[src/rtl/cla_add_sequencer_if.sv]
// Handshake, operand/result bus and shared 8-bit CLA slice hookup for cla_add_sequencer.
interface cla_add_sequencer_if;
    logic        in_valid;
    logic        in_ready;
    logic        op_sub;
    logic [31:0] a;
    logic [31:0] b;
    logic        out_valid;
    logic        out_ready;
    logic [31:0] result;
    logic        cout;
    logic        ovf;
    logic [7:0]  slice_a;
    logic [7:0]  slice_b;
    logic [7:0]  slice_p;
    logic [7:0]  slice_g;
    logic        slice_cin;
    logic [7:0]  slice_s;
    logic        slice_po;
    logic        slice_go;

    modport slave (
        input  in_valid, op_sub, a, b, out_ready, slice_s, slice_po, slice_go,
        output in_ready, out_valid, result, cout, ovf,
               slice_a, slice_b, slice_p, slice_g, slice_cin
    );

    modport master (
        output in_valid, op_sub, a, b, out_ready, slice_s, slice_po, slice_go,
        input  in_ready, out_valid, result, cout, ovf,
               slice_a, slice_b, slice_p, slice_g, slice_cin
    );
endinterface

[src/rtl/cla_add_sequencer.sv]
// 32-bit add/subtract sequenced as four byte passes through a shared external 8-bit CLA slice.
module cla_add_sequencer #(
    parameter int DATA_W = 32
) (
    input  logic               clock,
    input  logic               reset,
    cla_add_sequencer_if.slave bus
);
    typedef enum logic [1:0] {IDLE, RUN, DONE} state_t;

    state_t             state;
    logic [1:0]         idx;
    logic               carry;
    logic [DATA_W-1:0]  opa;
    logic [DATA_W-1:0]  opb;
    logic [DATA_W-1:0]  sum;
    logic               cout_r;
    logic               ovf_r;
    logic               carry_next;
    logic [4:0]         bit_base;
    logic [7:0]         byte_a;
    logic [7:0]         byte_b;

    // Two's-complement overflow: operands agree in sign but the sum does not.
    function automatic logic ovf_fn(input logic sa, input logic sb, input logic ss);
        return (sa == sb) && (ss != sa);
    endfunction

    assign bit_base   = {idx, 3'b000};
    assign byte_a     = opa[bit_base +: 8];
    assign byte_b     = opb[bit_base +: 8];
    assign carry_next = bus.slice_go | (bus.slice_po & carry);

    assign bus.in_ready  = (state == IDLE);
    assign bus.out_valid = (state == DONE);
    assign bus.result    = sum;
    assign bus.cout      = cout_r;
    assign bus.ovf       = ovf_r;

    // The slice sees zeros whenever no byte pass is in progress.
    assign bus.slice_a   = (state == RUN) ? byte_a : 8'h00;
    assign bus.slice_b   = (state == RUN) ? byte_b : 8'h00;
    assign bus.slice_p   = (state == RUN) ? (byte_a | byte_b) : 8'h00;
    assign bus.slice_g   = (state == RUN) ? (byte_a & byte_b) : 8'h00;
    assign bus.slice_cin = (state == RUN) ? carry : 1'b0;

    // Operand capture; subtraction is folded in as A + ~B + 1.
    always_ff @(posedge clock) begin
        if (state == IDLE && bus.in_valid) begin
            opa <= bus.a;
            opb <= bus.op_sub ? ~bus.b : bus.b;
        end
    end

    always_ff @(posedge clock) begin
        if (reset) begin
            state  <= IDLE;
            idx    <= 2'd0;
            carry  <= 1'b0;
            sum    <= '0;
            cout_r <= 1'b0;
            ovf_r  <= 1'b0;
        end else begin
            case (state)
                IDLE: begin
                    if (bus.in_valid) begin
                        carry <= bus.op_sub;
                        idx   <= 2'd0;
                        state <= RUN;
                    end
                end
                RUN: begin
                    sum[bit_base +: 8] <= bus.slice_s;
                    carry              <= carry_next;
                    idx                <= idx + 2'd1;
                    if (idx == 2'd3) begin
                        state  <= DONE;
                        cout_r <= carry_next;
                        ovf_r  <= ovf_fn(opa[DATA_W-1], opb[DATA_W-1], bus.slice_s[7]);
                    end
                end
                DONE: begin
                    if (bus.out_ready) begin
                        state <= IDLE;
                    end
                end
                default: state <= IDLE;
            endcase
        end
    end
endmodule

[src/flat_wrapper.sv]
// flat-port wrapper written by rule: the top's interface ports become plain ports
module cla_add_sequencer_flat 
#(
    parameter int DATA_W = 32
)
  (clock, reset, bus_in_valid, bus_op_sub, bus_a, bus_b, bus_out_ready, bus_slice_s, bus_slice_po, bus_slice_go, bus_in_ready, bus_out_valid, bus_result, bus_cout, bus_ovf, bus_slice_a, bus_slice_b, bus_slice_p, bus_slice_g, bus_slice_cin);
  cla_add_sequencer_if bus_i ();
  input  logic clock;
  input  logic reset;
  input wire logic [$bits(bus_i.in_valid)-1:0] bus_in_valid;
  input wire logic [$bits(bus_i.op_sub)-1:0] bus_op_sub;
  input wire logic [$bits(bus_i.a)-1:0] bus_a;
  input wire logic [$bits(bus_i.b)-1:0] bus_b;
  input wire logic [$bits(bus_i.out_ready)-1:0] bus_out_ready;
  input wire logic [$bits(bus_i.slice_s)-1:0] bus_slice_s;
  input wire logic [$bits(bus_i.slice_po)-1:0] bus_slice_po;
  input wire logic [$bits(bus_i.slice_go)-1:0] bus_slice_go;
  output wire logic [$bits(bus_i.in_ready)-1:0] bus_in_ready;
  output wire logic [$bits(bus_i.out_valid)-1:0] bus_out_valid;
  output wire logic [$bits(bus_i.result)-1:0] bus_result;
  output wire logic [$bits(bus_i.cout)-1:0] bus_cout;
  output wire logic [$bits(bus_i.ovf)-1:0] bus_ovf;
  output wire logic [$bits(bus_i.slice_a)-1:0] bus_slice_a;
  output wire logic [$bits(bus_i.slice_b)-1:0] bus_slice_b;
  output wire logic [$bits(bus_i.slice_p)-1:0] bus_slice_p;
  output wire logic [$bits(bus_i.slice_g)-1:0] bus_slice_g;
  output wire logic [$bits(bus_i.slice_cin)-1:0] bus_slice_cin;
  assign bus_i.in_valid = bus_in_valid;
  assign bus_i.op_sub = bus_op_sub;
  assign bus_i.a = bus_a;
  assign bus_i.b = bus_b;
  assign bus_i.out_ready = bus_out_ready;
  assign bus_i.slice_s = bus_slice_s;
  assign bus_i.slice_po = bus_slice_po;
  assign bus_i.slice_go = bus_slice_go;
  assign bus_in_ready = bus_i.in_ready;
  assign bus_out_valid = bus_i.out_valid;
  assign bus_result = bus_i.result;
  assign bus_cout = bus_i.cout;
  assign bus_ovf = bus_i.ovf;
  assign bus_slice_a = bus_i.slice_a;
  assign bus_slice_b = bus_i.slice_b;
  assign bus_slice_p = bus_i.slice_p;
  assign bus_slice_g = bus_i.slice_g;
  assign bus_slice_cin = bus_i.slice_cin;
  cla_add_sequencer #(.DATA_W(DATA_W)) u_core (.clock(clock), .reset(reset), .bus(bus_i));
endmodule
[config.mk]
export PLATFORM = sky130hd
export DESIGN_NAME = cla_add_sequencer_flat
export DESIGN_NICKNAME = d
export VERILOG_FILES = /design/src/rtl/cla_add_sequencer_if.sv /design/src/rtl/cla_add_sequencer.sv /design/src/flat_wrapper.sv
export SDC_FILE = /design/constraint.sdc
export NUM_CORES = 1
export LEC_CHECK = 0
export BUFFER_PORTS_ARGS = -buffer_cell sky130_fd_sc_hd__buf_2
export CORE_MARGIN = 8
export CORE_UTILIZATION = 55
export DETAILED_ROUTE_END_ITERATION = 10
export GPL_TIMING_DRIVEN = 0
export PLACE_DENSITY = 0.86
export SLEW_MARGIN = 0
export SYNTH_ARGS = -nofsm -noshare
export SYNTH_HDL_FRONTEND = slang
export SYNTH_SLANG_ARGS = --single-unit
[constraint.sdc]
create_clock -name clock -period 7.7 [get_ports clock]
set_input_delay 1.54 -clock clock [delete_from_list [all_inputs] [get_ports clock]]
set_output_delay 1.54 -clock clock [all_outputs]
set_load 0.01 [all_outputs]
==> key figures <==
Final layout
  – Commonest non-fill, non-tap cell in the layout: buf_2
  – Post-layout nets: 615
  – Antenna diode count: 0
  – Fillers: slightly above 600
  – Most frequent cells in the layout: buf_2 (157), edfxtp_1 (64), dfxtp_1 (39)
  – Fraction of final layout cells with drive strength greater than 1: between 30% and 40%
  – Area Growth Syn to Fin: 23.9%

Detailed routing
  – DRT iter0 DRCs: ~170
  – DR WL/cell: 18.6 um
  – Post-route ant nets: 0
  – 1st-pass router iterations: 4
  – Final wirelength: 11,900 um
  – Via count: ~3,500
  – DRC errors left: 0
  – Vias per std cell: ~5.4

Global routing
  – Vias in the first global route: around 3,800
  – Gr usage total: between 20 and 25%
  – First-pass GRT wire length: ~18,000 um
  – Initial antenna violation count: 1
  – Largest net degree at the start of global routing: 35
  – GR Overflow Total: 0

Clock tree
  – TritonCTS clock tree: done
  – Hold buffers post-CTS: 0
  – CTS max path bufs: 2
  – Post-CTS Setup Bufs: 0
  – H-tree Lvls: 3
  – Clk_lat worst skew: about 0.36 ns
  – Clk slew on worst S/H paths: 0.09 ns
  – Clock Sinks: roughly 100
  – Root Driver: clkbuf_8
  – Num CTS Buffers: 9
  – Post-CTS resize count: 0

Critical path
  – Worst r2r src: u_core.idx[0]
  – Most used cell, CP: buf_2
  – Crit path DAT: approximately 2.1 ns
  – Slowest stage delay, CP: about 0.40 ns
  – Worst R2R Path Depth: 9
  – Critical-path cell list: buf_2 -> buf_6 -> buf_4 -> mux2i_1 -> o22a_1 -> o21ai_0 -> buf_2
  – CP endpoint kind: output pin
  – Slowest CP cell: dfxtp_1
  – CP Max Fanout: 10
  – Worst EP required: approximately 6.2 ns
  – RR Endpoint: u_core.bus.result[26]
  – WS Path Type: reg -> out
  – R2r setup slk: between 5 and 6 ns
  – Setup crit start kind: flop

Timing
  – Max_slew headroom: between 50% and 60%
  – Maximum clock rate: 276 MHz
  – Number of setup violations in the final report: 0
  – RSZ-0062 raised after global routing: no
  – Final period util: between 40 and 50%
  – Worst Tran Pin Value: around 0.70 ns
  – Post-route setup slack: between 4 and 5 ns
  – Setup TNS: 0 ns
  – Final Hold Vio Count: 0
  – Slew Limit Fails: 0
  – Skew final: 0.00726 ns
  – Period minus WS final: ~3.6 ns

Yosys
  – Synth Flop Type: edfxtp_1
  – Avg Cell Area, Syn: approximately 12 um2
  – Post-Syn Instances: about 370
  – Syn nets: between 400 and 500
  – Post-synth ARST share: 0%
  – Post-synth cell types: 36
  – YS warnings: 0
  – Cell Area, Synth: between 4000 and 5000 um2
  – Register area share after synthesis: slightly below 60%
  – Flops & latches, synth: roughly 100
  – Post-synth EDFFs: 64

Power and ir drop
  – Leakage power: around 2.4 nW
  – Max IR drop VDD: roughly 120 uV
  – Power Density: between 200 and 250 nW/um2

Place
  – Setup Slack @ Placement: between 4 and 5 ns
  – Detail Placement HPWL: 9070 um
  – Routability cong.: roughly 0.86
  – # port buffers: 145

Worst hold path
  – Hold_sp: u_core.bus.result[28]
  – Hold Path Class: reg -> reg
  – Hold path depth: 2
  – WHS Endpoint: u_core.bus.result[28]

Floorplan
  – Chip width: 107 um
  – Die Area: roughly 11,000 um2
  – # IOs: roughly 150
  – CORE AREA: approximately 8100 um2
  – Die Y-Extent: 107 um
  – Row Count: 33
  – Initial Util: a little under three fifths

Run status
  – Outcome: finished, final reports clean

Flow run
  – Max_cap viols: 0
==> cell type report <==
| cell class | count | area, um2 | area share [%] |
|---|---|---|---|
| clock inverters | 6 | 85.1 | 1.51 |
| multi-input cells | 233 | 1690 | 29.9 |
| well taps | 105 | 131 | 2.32 |
| repair buffers | 146 | 746 | 13.2 |
| plain buffers | 24 | 120 | 2.13 |
| inverters | 13 | 48.8 | 0.863 |
| flip-flops and latches | 103 | 2700 | 47.8 |
| clock buffers | 10 | 128 | 2.26 |
==> state kept, by name, indices dropped and copies added (netlist names) <==
register,cells
u_core.bus.result,32
u_core.opa,32
u_core.opb,32
u_core.idx,2
u_core.state,2
u_core.bus.cout,1
u_core.bus.ovf,1
u_core.carry,1
==> cell usage after synthesis (all sizes together) (2+ instances only) <==
library cell | number | area (um2)
nor3b | 2 | 20.0
nand3 | 24 | 120
nor2 | 19 | 71.3
o21ai | 8 | 40.0
a32o | 8 | 80.1
edfxtp | 64 | 1920
a21oi | 31 | 155
ha | 6 | 75.1
o22a | 8 | 70.1
nor4b | 2 | 38.8
nand2 | 26 | 97.6
nor2b | 4 | 25.0
a311oi | 2 | 17.5
mux2 | 8 | 90.1
or3b | 2 | 17.5
nand4 | 3 | 18.8
mux2i | 32 | 320
buf | 15 | 86.3
dfxtp | 39 | 781
nand3b | 5 | 50.1
and3b | 3 | 26.3
nand2b | 2 | 12.5
xor2 | 32 | 280
inv | 13 | 48.8
clkbuf | 9 | 33.8
==> power by group <==
part / internal, mW / total, mW / switching (mW)
Sequential: 0.622 / 0.632 / 0.0101
Combinational: 0.0699 / 0.169 / 0.0994
Clock: 0.182 / 0.361 / 0.179
==> worst max-delay path: cells and delay by family (launching register included) <==
kind,cells,cell delay [ns]
compound gates,2,0.34
mux,1,0.24
flops,1,0.40
buf+inv,4,0.74
==> metal layers <==
metal	routed length [um]	vias up	GRT usage, %
met4	282	2	9.95
met1	4300	1631	21.3
met3	1170	24	6.48
li1	-	1652	-
met2	6150	168	36.4
met5	12	-	0
==> metrics by stage <==
stage | std cells | hold slack [ns] | util [%] | power, mW | area (um2)
after floorplan | 373 | 0.457 | - | 0.742 | 4560
after global placement | 623 | 0.437 | 66.6 | 0.806 | 5420
after detailed placement | 624 | 0.443 | 66.9 | 0.815 | 5440
after CTS | 640 | 0.456 | 69.5 | 1.17 | 5650
after global routing | 640 | 0.481 | 69.5 | 1.20 | 5650
final | 640 | 0.455 | 69.5 | 1.16 | 5650
==> how the worst max path moves through the flow <==
stage	from	endpoint	slack, ns
2_1_floorplan	bus_in_valid	u_core.opa[0]	4.05
3_3_place_gp	bus_in_valid	u_core.opa[18]	3.61
3_5_place_dp	bus_in_valid	u_core.opa[17]	4.49
4_1_cts	u_core.idx[0]	bus_slice_p[5]	4.07
5_1_grt	u_core.idx[0]	bus_slice_p[5]	3.94
6_report	u_core.idx[0]	bus_slice_p[5]	4.08
==> cells by family (layout without fill, tap and decap cells) <==
| logic type | count (synthesis) | after routing | share of synthesized area (%) |
|---|---|---|---|
| AO/OA/AOI/OAI | 60 | 60 | 8.48 |
| AND/OR/NAND/NOR | 95 | 95 | 11.8 |
| multiplexers | 40 | 40 | 9.00 |
| flip-flops | 103 | 103 | 59.2 |
| XOR/XNOR | 32 | 32 | 6.14 |
| adder cells (fa/ha/maj) | 6 | 6 | 1.65 |
| buffers and inverters | 37 | 199 | 3.70 |
Note: power is estimated with default switching activity, not from simulation.
